File: src/rtl/shift_count_register.sv
//------------------------------------------------------------------------------
// Module   : shift_count_register
// Brief    : Parametrised load/count/shift register with carry/zero flags
//            and multi-cycle shifts under a busy/done handshake.
// Revision : 1.0 - initial release
//------------------------------------------------------------------------------
`default_nettype none

module shift_count_register #(
    parameter int WIDTH   = 4,
    parameter int SHAMT_W = 3
) (
    input  logic               clk,
    input  logic               rst_n,
    input  logic               cl,
    input  logic               ld,
    input  logic [WIDTH-1:0]   in,
    input  logic               inc,
    input  logic               dec,
    input  logic               sr,
    input  logic               sl,
    input  logic               ir,
    input  logic               il,
    input  logic [SHAMT_W-1:0] shamt,
    input  logic               rot,
    input  logic               sat,
    output logic [WIDTH-1:0]   out,
    output logic               carry,
    output logic               zero,
    output logic               busy,
    output logic               done
);

    localparam logic [WIDTH-1:0]   c_ones = {WIDTH{1'b1}};
    localparam logic [WIDTH-1:0]   c_zero = '0;
    localparam logic [SHAMT_W-1:0] c_cnt_zero = '0;
    localparam logic [SHAMT_W-1:0] c_cnt_one  = SHAMT_W'(1);

    typedef enum logic [0:0] {
        IDLE  = 1'b0,
        SHIFT = 1'b1
    } state_t;

    state_t             r_state, w_state_nxt;
    logic [WIDTH-1:0]   r_out, w_out_nxt;
    logic               r_carry, w_carry_nxt;
    logic               r_done, w_done_nxt;
    logic [SHAMT_W-1:0] r_cnt, w_cnt_nxt;
    logic               r_left, w_left_nxt;
    logic               r_rot, w_rot_nxt;
    logic [WIDTH:0]     w_step;

    // One shift step: returns {shifted-out bit, new value}
    function automatic logic [WIDTH:0] f_step(
        input logic [WIDTH-1:0] v,
        input logic             left,
        input logic             rotate,
        input logic             fill_r,
        input logic             fill_l
    );
        logic fill;
        if (left) begin
            fill = rotate ? v[WIDTH-1] : fill_l;
            return {v[WIDTH-1], v[WIDTH-2:0], fill};
        end else begin
            fill = rotate ? v[0] : fill_r;
            return {v[0], fill, v[WIDTH-1:1]};
        end
    endfunction

    always_ff @(posedge clk or negedge rst_n) begin
        if (!rst_n) begin
            r_state <= IDLE;
            r_out   <= '0;
            r_carry <= 1'b0;
            r_done  <= 1'b0;
            r_cnt   <= '0;
            r_left  <= 1'b0;
            r_rot   <= 1'b0;
        end else begin
            r_state <= w_state_nxt;
            r_out   <= w_out_nxt;
            r_carry <= w_carry_nxt;
            r_done  <= w_done_nxt;
            r_cnt   <= w_cnt_nxt;
            r_left  <= w_left_nxt;
            r_rot   <= w_rot_nxt;
        end
    end

    always_comb begin
        w_state_nxt = r_state;
        w_out_nxt   = r_out;
        w_carry_nxt = r_carry;
        w_done_nxt  = 1'b0;
        w_cnt_nxt   = r_cnt;
        w_left_nxt  = r_left;
        w_rot_nxt   = r_rot;
        w_step      = '0;

        case (r_state)
            IDLE: begin
                if (cl) begin
                    w_out_nxt   = '0;
                    w_carry_nxt = 1'b0;
                end else if (ld) begin
                    w_out_nxt = in;
                end else if (inc) begin
                    if (r_out == c_ones) begin
                        w_out_nxt   = sat ? r_out : c_zero;
                        w_carry_nxt = 1'b1;
                    end else begin
                        w_out_nxt   = r_out + WIDTH'(1);
                        w_carry_nxt = 1'b0;
                    end
                end else if (dec) begin
                    if (r_out == c_zero) begin
                        w_out_nxt   = sat ? r_out : c_ones;
                        w_carry_nxt = 1'b1;
                    end else begin
                        w_out_nxt   = r_out - WIDTH'(1);
                        w_carry_nxt = 1'b0;
                    end
                end else if ((sr || sl) && (shamt != c_cnt_zero)) begin
                    // First step happens on the accepting edge; sr wins over sl
                    w_step      = f_step(r_out, !sr, rot, ir, il);
                    w_out_nxt   = w_step[WIDTH-1:0];
                    w_carry_nxt = w_step[WIDTH];
                    w_left_nxt  = !sr;
                    w_rot_nxt   = rot;
                    w_cnt_nxt   = shamt - c_cnt_one;
                    if (shamt == c_cnt_one) begin
                        w_done_nxt = 1'b1;
                    end else begin
                        w_state_nxt = SHIFT;
                    end
                end
            end
            SHIFT: begin
                if (cl) begin
                    w_out_nxt   = '0;
                    w_carry_nxt = 1'b0;
                    w_cnt_nxt   = '0;
                    w_state_nxt = IDLE;
                end else begin
                    w_step      = f_step(r_out, r_left, r_rot, ir, il);
                    w_out_nxt   = w_step[WIDTH-1:0];
                    w_carry_nxt = w_step[WIDTH];
                    w_cnt_nxt   = r_cnt - c_cnt_one;
                    if (r_cnt == c_cnt_one) begin
                        w_state_nxt = IDLE;
                        w_done_nxt  = 1'b1;
                    end
                end
            end
            default: w_state_nxt = IDLE;
        endcase
    end

    assign out   = r_out;
    assign carry = r_carry;
    assign zero  = (r_out == c_zero);
    assign busy  = (r_state == SHIFT);
    assign done  = r_done;

endmodule

`default_nettype wire

File: config.mk
export PLATFORM = sky130hd
export DESIGN_NAME = shift_count_register
export DESIGN_NICKNAME = d
export VERILOG_FILES = /design/src/rtl/shift_count_register.sv
export SDC_FILE = /design/constraint.sdc
export NUM_CORES = 1
export LEC_CHECK = 0
export BUFFER_PORTS_ARGS = -buffer_cell sky130_fd_sc_hd__buf_2
export CORE_MARGIN = 5
export CORE_UTILIZATION = 48
export DETAILED_ROUTE_END_ITERATION = 8
export PLACE_DENSITY_LB_ADDON = 0.08
export SYNTH_ARGS = -nofsm -noshare
export SYNTH_HDL_FRONTEND = slang
export SYNTH_SLANG_ARGS = --single-unit
export TNS_END_PERCENT = 100
File: constraint.sdc
create_clock -name clk -period 3.3 [get_ports clk]
set_input_delay 0.495 -clock clk [delete_from_list [all_inputs] [get_ports clk]]
set_output_delay 0.495 -clock clk [all_outputs]
set_load 0.01 [all_outputs]
==> reports/metrics.yaml, run 1 <==
clock_tree:
  clk_root_buffer_cell: "clkbuf_4"
  cts_tree: "done"
  numCtsBuffers: 3
  clkTransAtPathRegs_ns: 0.07
  cts_sinks: 12
  h-tree-depth: 1
  cts_setup_buffers: 0
  clk_latency_ns: 0.27
  clockBufferDepth: 2
  cts_resized: 0
  holdBufCountCts: 0
floorplanning:
  ios: 27
  fp-row-count: 17
  start_util_pct: 51.3
  coreArea_um2: 2250
  die_area_um2: 3490
  die_w_um: 59.1
  die_h_um: 59.1
logic_synthesis:
  ys.flop_type: "dfrtp_1"
  netlist_top_cells_count: "dfrtp_1, mux2i_1, inv_1, o21ai_0"
  yosysWarningCount: 0
  synth_adder_area_share_pct: 7.57
  post_synth.cell_area_avg_um2: 9.11
  synth_area_leaders: "dfrtp_1, mux2i_1, ha_1"
  synth_edf_count: 0
  ys_seq_area_share_pct: 25.9
  synth_top_family_by_area: "compound AO/OA/AOI/OAI gates"
  synth_compound_area_share_pct: 26.9
  synthXorXnorAreaFrac_pct: 3.78
  synth_simple_gate_area_share_pct: 15.8
  synthesis.nets: 153
  synth_cell_types: 49
  synth_seq_cells: 12
  syn-cell-area_um2: 1160
  synth_cells: 127
  synth_top_area_cell: "dfrtp_1"
  synthArstFlopShare_pct: 100
  synthMuxAreaShare_pct: 12.3
  synth_top_area_share_pct: 25.9
sta:
  hold_viol: 0
  setup_ws_ns: 1.23
  slew_headroom_pct: 65.9
  tightest_slew_ns: 0.511
  fin_skew_ns: 0.00439
  fmax_ghz: 0.484
  maxSlewViolCount: 0
  fin_tns_setup_ns: 0
  rsz0062_at_grt: "no"
  post-route-period-util_pct: 62.7
  fin_crit_ns: 2.07
  finalSetupViolCount: 0
run_status:
  status: "finished, final reports clean"
global_route:
  first_global_vias: 996
  grt-ovfl-total: 0
  grt_pass1_wl_um: 4730
  grt_use_total_pct: 17.7
  antenna_found_initial: 0
  grt_start_max_net_pins: 16
place:
  post_dp_cell_area_um2: 1280
  port_buffers: 26
  place_ws_ns: 1.22
  gp_congestion: 0.775
  hpwl_um: 2210
power:
  cellLeakagePower_nw: 0.631
  peakVddDrop_mv: 0.308
  fin_total_pwr_w: 0.000499
  powerDensity_nw_per_um2: 383
cells_and_area:
  drive_gt1_share_pct: 26.2
  diodes: 0
  n_fill_cell: 222
  area_growth_pct: 12.4
  fin_area_um2: 1300
  layout.nets: 177
detailed_routing:
  wl_um: 2870
  vias_per_cell: 5.92
  num_vias: 1048
  dr.pass1.iters: 4
  ant_nets: 0
  drcViolationCount: 0
  drt_iter0_drc: 21
  post_drt_wl_per_cell_um: 16.2
critical_path:
  worstPathRequired_ns: 2.80
  start_kind: "register"
  arrival_ns: 1.57
  worst-path-max-fanout: 12
  end_kind: "output port"
  critical_path_class: "reg -> out"
run:
  max_cap_viol_count: 0
worst_hold_path:
  holdCritPathClass: "in -> async"
==> layer usage <==
metal	up-vias	wire length, um	track usage [%]	share of wire [%]
met5	-	0	0	0
met4	0	6	1.94	0.21
met1	493	1270	25.0	44
li1	516	-	-	-
met3	2	217	3.92	7.6
met2	37	1380	28.5	48
==> flip-flops by register name, summed over array words and instances (netlist names) <==
name / cells
r_cnt: 3
out: 4
r_rot: 1
done: 1
r_left: 1
carry: 1
busy: 1
==> cells in the final DEF (no fill, tap or decap), types with 2 or more instances in the layout <==
cell        n
buf_2      26
mux2i_1    12
dfrtp_1    12
inv_1      11
o21ai_0     8
nor2_1      7
a21oi_1     7
ha_1        7
nand2b_1    3
nand2_1     3
o21a_1      3
xor2_1      3
clkbuf_4    3
and3_1      2
nand3_1     2
nor3_1      2
o22a_1      2
o221ai_1    2
a221oi_1    2
a2111oi_0   2
o21ai_1     2
xnor2_1     2
==> cell families after synthesis <==
logic type | after synthesis
AOI/OAI and AO/OA | 40
xor gates and xnor gates | 5
adders and majority gates | 7
buffers and inverters | 19
DFF | 12
muxes | 14
and+or+nand+nor | 30
==> power by group <==
group	leakage [nW]	switching [W]	total [W]	internal (W)
logic	0.468	0.0000949	0.000190	0.0000953
registers	0.150	0.0000470	0.000222	0.000175
clock network	0.0138	0.0000443	0.0000864	0.0000422
==> final cells by class <==
class / count / area [um^2] / share of cell area (%)
inverters: 12 / 45.0 / 3.46
well taps: 28 / 35.0 / 2.69
multi-input cells: 96 / 768 / 59.0
clock buffers: 3 / 22.5 / 1.73
repair buffers: 26 / 130 / 10.0
flip-flops and latches: 12 / 300 / 23.1
==> worst paths after layout <==
check | startpoint | end | slack (ns) | depth (start not counted)
max | out[0]$_DFFE_PN0P_ | zero | 1.23 | 4
min | rst_n | r_cnt[2]$_DFFE_PN0P_ | 0.09 | 1
max reg2reg | out[0]$_DFFE_PN0P_ | out[3]$_DFFE_PN0P_ | 1.26 | 6
min reg2reg | r_cnt[1]$_DFFE_PN0P_ | r_cnt[1]$_DFFE_PN0P_ | 0.50 | 1
max in group asynchronous | rst_n | out[3]$_DFFE_PN0P_ | 2.99 | 1
min in group clk | r_cnt[1]$_DFFE_PN0P_ | r_cnt[1]$_DFFE_PN0P_ | 0.50 | 1
==> stage by stage <==
step / utilization [%] / cells / hold WS [ns]
global placement: 56.7 / 174 / 0.393
floorplan: - / 127 / 0.199
finish: 57.7 / 177 / 0.0931
global route: 57.7 / 177 / 0.107
CTS: 57.7 / 177 / 0.0959
detailed placement: 56.7 / 174 / 0.390
==> critical path: stages, from the launching register on <==
cell,delay [ns]
dfrtp_1,0.56
inv_1,0.15
ha_1,0.26
nor3b_2,0.17
buf_2,0.17
Power figures use the tool's default switching activity.
==> run 2: changes to the inputs <==
- ABC_AREA: default -> 1
- clock period: 3.3 -> 2 ns (I/O delays scaled with it)
==> reports/metrics.yaml, run 2 <==
run_status:
  status: "finished, final reports clean"
clock_tree:
  numCtsBuffers: 3  # unchanged
  cts_sinks: 12  # unchanged
  cts_tree: "done"
  h-tree-depth: 1  # unchanged
  cts_resized: 0  # unchanged
  clockBufferDepth: 2  # unchanged
  clk_root_buffer_cell: "clkbuf_4"
  clk_latency_ns: 0.27  # about the same
  clkTransAtPathRegs_ns: 0.07  # about the same
logic_synthesis:
  synth_cell_types: 25  # -49%
  synth_cells: 202  # +59%
  synth_seq_cells: 12  # unchanged
  post_synth.cell_area_avg_um2: 6.19  # -32%
  synth_top_area_share_pct: 24.0  # -1.9 points
  synth_area_leaders: "dfrtp_1, nand2_1, nor2_1"
  netlist_top_cells_count: "nand2_1, nor2_1, inv_1, nand3_1, dfrtp_1"
  ys_seq_area_share_pct: 24.0  # -1.9 points
  ys.flop_type: "dfrtp_1"
  synth_edf_count: 0  # unchanged
  synthMostInstantiatedCell: "nand2_1"
  synthesis.nets: 228  # +49%
  syn-cell-area_um2: 1250  # +8.0%
  yosysWarningCount: 0  # unchanged
  synth_top_area_cell: "dfrtp_1"
  synthArstFlopShare_pct: 100  # unchanged
critical_path:
  max_stage_delay_ns: 0.50  # -0.06 ns
  crit_family: "flip-flops"
  worstPathRequired_ns: 1.70  # -1.10 ns
  crit_top_cell: "inv_1"
  worst-path-max-fanout: 9  # -3
  arrival_ns: 1.51  # -0.06 ns
  worstPathBufferInverterCount: 3  # +1
  crit_chain: "inv_1, ha_1, nand2_1, inv_1, buf_2"
  start_kind: "register"
  critical_path_class: "reg -> out"
  worst_path_max_delay_cell: "dfrtp_1"
  end_kind: "output port"
sta:
  slew_headroom_pct: 69.7  # +3.7 points
  rsz0062_at_grt: "no"
  maxSlewViolCount: 0  # unchanged
  finalSetupViolCount: 0  # unchanged
  post-route-period-util_pct: 90.4
  fin_tns_setup_ns: 0  # unchanged
  tightest_slew_ns: 0.455  # -0.0560 ns
  fmax_ghz: 0.553
  fin_skew_ns: 0.00751  # +0.00312 ns
  fin_crit_ns: 1.81
  hold_viol: 0  # unchanged
floorplanning:
  die_w_um: 61.0  # +3.3%
  ios: 27  # unchanged
  die_area_um2: 3720  # +6.6%
  start_util_pct: 50.5  # -0.88 points
  die_h_um: 61.0  # +3.3%
  coreArea_um2: 2480  # +9.9%
  fp-row-count: 18  # +1
place:
  post_dp_cell_area_um2: 1370  # +6.8%
  port_buffers: 26  # unchanged
  hpwl_um: 2640  # +19%
  gp_congestion: 0.909  # +17%
  placed_cells: 251  # +44%
global_route:
  grt-ovfl-total: 0  # unchanged
  grt_pass1_wl_um: 5310  # +12%
  first_global_vias: 1189  # +19%
  antenna_found_initial: 0  # unchanged
  grt_start_max_net_pins: 13  # -3
  grt_use_total_pct: 19.1  # +1.4 points
power:
  p_sw_w: 0.000338  # +81%
  powerDensity_nw_per_um2: 584  # +52%
  cellLeakagePower_nw: 0.785  # +24%
  internal_power_w: 0.000479  # +53%
  p_comb_share_pct: 39.3  # +1.2 points
  sw_frac_of_total_pct: 41.4  # +4.1 points
  pwr-share-seq_pct: 42.9  # -1.7 points
  peakVddDrop_mv: 0.480  # +56%
  clockPowerShare_pct: 17.8  # +0.5 points
cells_and_area:
  layout.nets: 253  # +43%
  n_fill_cell: 268  # +21%
  largest_reg_flops: 4  # unchanged
  drive_gt1_share_pct: 23.1  # -3.1 points
  area_growth_pct: 11.8
  final_cell_mix: "nand2_1, nor2_1, buf_2"
  diodes: 0  # unchanged
  final_cells: 255  # +44%
  multi_input_area_um2: 783  # +2.0%
  final_common_cell: "nand2_1"
  register_area_um2: 300  # unchanged
  fin_area_um2: 1400  # +7.4%
detailed_routing:
  ant_nets: 0  # unchanged
  drcViolationCount: 0  # unchanged
  post_drt_wl_per_cell_um: 12.7  # -22%
  wl_um: 3240  # +13%
  drt_iter0_drc: 54  # +160%
  dr.pass1.iters: 4  # unchanged
  vias_per_cell: 5.21  # -12%
  num_vias: 1329  # +27%
worst_hold_path:
  holdCritPathClass: "in -> reg"
run:
  max_cap_viol_count: 0  # unchanged
[run 2: repair_timing]
action / in CTS / in global routing
hold endpoints to repair: 12 / 0
setup endpoints to repair: 0 / 0
setup buffers: 0 / 0
hold buffers: 1 / 0
[run 2: final timing paths]
kind | startpoint | end | slack [ns] | cells past startpoint
max in group asynchronous | rst_n | r_cnt[1]$_DFFE_PN0P_ | 1.35 | 2
worst min-delay path | rot | r_rot$_DFFE_PN0P_ | 0.30 | 3
worst min register to register | carry$_DFFE_PN0P_ | carry$_DFFE_PN0P_ | 0.52 | 2
worst max register to register | out[0]$_DFFE_PN0P_ | out[2]$_DFFE_PN0P_ | 0.34 | 8
worst max-delay path | out[0]$_DFFE_PN0P_ | zero | 0.19 | 5
min in group asynchronous | rst_n | out[3]$_DFFE_PN0P_ | 0.43 | 2
[run 2: power groups by stage]
stage | logic (W) | registers, W | clock network [W]
floorplan | 0.000259 | 0.000322 | 0
global placement | 0.000311 | 0.000351 | 0
detailed placement | 0.000320 | 0.000354 | 0
CTS | 0.000323 | 0.000349 | 0.000153
global route | 0.000373 | 0.000358 | 0.000165
finish | 0.000321 | 0.000350 | 0.000145
[run 2: metal layers]
layer  GRT usage, %  share of wire [%]  up-vias
met5              0                  0        -
met2           27.8                 44       49
met3           2.10                6.5        5
met4           7.12                1.3        0
met1           29.0                 48      588
li1               -                  -      687
[run 2: cell families (layout without fill, tap and decap cells)]
| family | count (synthesis) | count (layout) | synth area share [%] |
|---|---|---|---|
| AO/OA/AOI/OAI | 33 | 33 | 15.5 |
| adder cells (fa/ha/maj) | 7 | 7 | 7.01 |
| buffers and inverters | 37 | 60 | 13.3 |
| flip-flops | 12 | 12 | 24.0 |
| AND/OR/NAND/NOR | 113 | 113 | 40.1 |
[run 2: area by class of cell]
| type | count | area share, % |
|---|---|---|
| timing repair buffer | 27 | 10.0 |
| inverter | 30 | 8.15 |
| clock buffer | 3 | 1.61 |
| multi-input combinational | 153 | 56.0 |
| tap | 30 | 2.69 |
| sequential | 12 | 21.5 |
[run 2: stage by stage]
stage               hold WS (ns)  setup WS [ns]  utilization, %  total power [W]
floorplan                0.00441          0.532               -         0.000581
global placement           0.190          0.403            55.1         0.000662
detailed placement         0.196          0.384            55.1         0.000674
CTS                        0.293          0.197            56.4         0.000825
global route               0.294         0.0249            56.4         0.000896
finish                     0.298          0.193            56.4         0.000816
[run 2: worst min-delay path: stages]
cell,delay [ns]
buf_2,0.11
nand2_1,0.05
o21ai_1,0.07
==> run 3: changes to the inputs <==
- CORE_UTILIZATION: 48 -> 54
==> reports/metrics.yaml, run 3 (synthesis results as in run 2) <==
sta:
  slew_headroom_pct: 71.2  # +1.5 points
  hold_viol: 0  # unchanged
  rsz0062_at_grt: "no"
  hold_ws_ns: 0.298  # +0.000386 ns
  fin_tns_setup_ns: 0  # unchanged
  tightest_slew_ns: 0.433  # -0.0224 ns
  maxSlewViolCount: 0  # unchanged
  fin_skew_ns: 0.00180  # -0.00571 ns
  post-route-period-util_pct: 91.1  # +0.70 points
  fin_crit_ns: 1.82  # +0.0141 ns
  finalSetupViolCount: 0  # unchanged
  fmax_ghz: 0.549  # -0.77%
cells_and_area:
  largest_reg_flops: 4  # unchanged
  final_cell_mix: "nand2_1, nor2_1, buf_2"
  post-route-util_pct: 63.7  # +7.3 points
  area_growth_pct: 12.7
  drive_gt1_share_pct: 23.5  # +0.34 points
  layout.nets: 253  # unchanged
  final_common_cell: "nand2_1"
  diodes: 0  # unchanged
detailed_routing:
  dr.pass1.iters: 4  # unchanged
  vias_per_cell: 5.22  # about the same
  wl_met1_um: 1420  # -9.3%
  wl_met3_um: 264  # +25%
  highest_layer: "met4"
  num_vias: 1325  # -0.30%
  post_drt_wl_per_cell_um: 12.1  # -4.8%
  drcViolationCount: 0  # unchanged
  ant_nets: 0  # unchanged
  wl_um: 3070  # -5.2%
  drt_iter0_drc: 45  # -17%
  met2_length_um: 1340  # -5.8%
clock_tree:
  clockBufferDepth: 2  # unchanged
  clk_latency_ns: 0.27  # about the same
  holdBufCountCts: 1  # unchanged
  clk_root_buffer_cell: "clkbuf_4"
  cts_setup_buffers: 0  # unchanged
  cts_sinks: 12  # unchanged
  h-tree-depth: 1  # unchanged
  numCtsBuffers: 3  # unchanged
  cts_resized: 0  # unchanged
  clkTransAtPathRegs_ns: 0.08  # about the same
  cts_tree: "done"
power:
  cellLeakagePower_nw: 0.792  # +0.92%
  sw_frac_of_total_pct: 39.8  # -1.6 points
  powerDensity_nw_per_um2: 612  # +4.8%
  p_sw_w: 0.000343  # +1.6%
  p_comb_share_pct: 37.3  # -2.0 points
  peakVddDrop_mv: 0.549  # +14%
  pwr-share-seq_pct: 40.6  # -2.3 points
  clockPowerShare_pct: 22.1  # +4.3 points
  internal_power_w: 0.000520  # +8.5%
floorplanning:
  die_area_um2: 3380  # -9.3%
  start_util_pct: 56.5  # +6.0 points
  coreArea_um2: 2210  # -11%
  fp-row-count: 17  # -1
  ios: 27  # unchanged
  die_w_um: 58.1  # -4.8%
  die_h_um: 58.1  # -4.8%
critical_path:
  regToRegStartpoint: "out[0]$_DFFE_PN0P_"
  arrival_ns: 1.52  # about the same
  critical_path_class: "reg -> out"
  end_kind: "output port"
  start_kind: "register"
  critPathLaunch: "out[0]$_DFFE_PN0P_"
  worstPathRequired_ns: 1.70  # about the same
  worst-path-max-fanout: 9  # unchanged
global_route:
  first_global_vias: 1230  # +3.4%
  grt_use_total_pct: 19.5  # +0.39 points
  grt_pass1_wl_um: 5290  # -0.40%
  antenna_found_initial: 0  # unchanged
  grt_start_max_net_pins: 13  # unchanged
  grt-ovfl-total: 0  # unchanged
place:
  gp_congestion: 0.908  # -0.13%
  hpwl_um: 2540  # -3.9%
  port_buffers: 26  # unchanged
run:
  max_cap_viol_count: 0  # unchanged
worst_hold_path:
  hp-start: "rot"
  holdCritPathClass: "in -> reg"
run_status:
  status: "finished, final reports clean"
run 3: changes by cell type in the layout (fill, tap and decap cells not counted):
cell / delta
clkbuf_8: +1
run 3: critical path, stage by stage (launching register included):
cell	delay [ns]
dfrtp_1	0.51
inv_1	0.20
ha_1	0.28
nand2_1	0.10
inv_1	0.04
buf_2	0.13
run 3: power by group through the flow:
stage               sequential (W)  combinational, W  clock (W)
finish                    0.000350          0.000322   0.000191
detailed placement        0.000354          0.000321          0
CTS                       0.000348          0.000324   0.000195
floorplan                 0.000322          0.000259          0
global route              0.000359          0.000372   0.000201
global placement          0.000350          0.000310          0
run 3: final cells by class:
| cell class | instances | area [um^2] |
|---|---|---|
| Fill cell | 228 | 803 |
| Timing Repair Buffer | 27 | 140 |
| Inverter | 30 | 114 |
| Tap cell | 28 | 35.0 |
| Clock buffer | 4 | 36.3 |
| Multi-Input combinational cell | 153 | 783 |
| Sequential cell | 12 | 300 |
run 3: path summary, 6_finish.rpt:
kind / endpoint / slack [ns] / cells after the start
max in group asynchronous: r_cnt[0]$_DFFE_PN0P_ / 1.37 / 2
min in group asynchronous: out[3]$_DFFE_PN0P_ / 0.42 / 2
max reg2reg: out[1]$_DFFE_PN0P_ / 0.33 / 8
max: zero / 0.18 / 5
min reg2reg: carry$_DFFE_PN0P_ / 0.50 / 2
min: r_rot$_DFFE_PN0P_ / 0.30 / 3
run 3: metal layers:
layer,vias to the layer above,track usage (%)
met1,579,28.1
met5,-,0
met3,8,2.00
li1,682,-
met2,56,30.3
met4,0,6.62
run 3: metrics by stage:
| step | power, W | setup slack (ns) | cell area [um^2] | cells |
|---|---|---|---|---|
| 2_1_floorplan | 0.000581 | 0.532 | 1250 | 202 |
| 3_3_place_gp | 0.000660 | 0.400 | 1360 | 249 |
| 3_5_place_dp | 0.000675 | 0.350 | 1360 | 249 |
| 4_1_cts | 0.000868 | 0.173 | 1410 | 254 |
| 5_1_grt | 0.000932 | 0.102 | 1410 | 254 |
| 6_report | 0.000863 | 0.179 | 1410 | 254 |
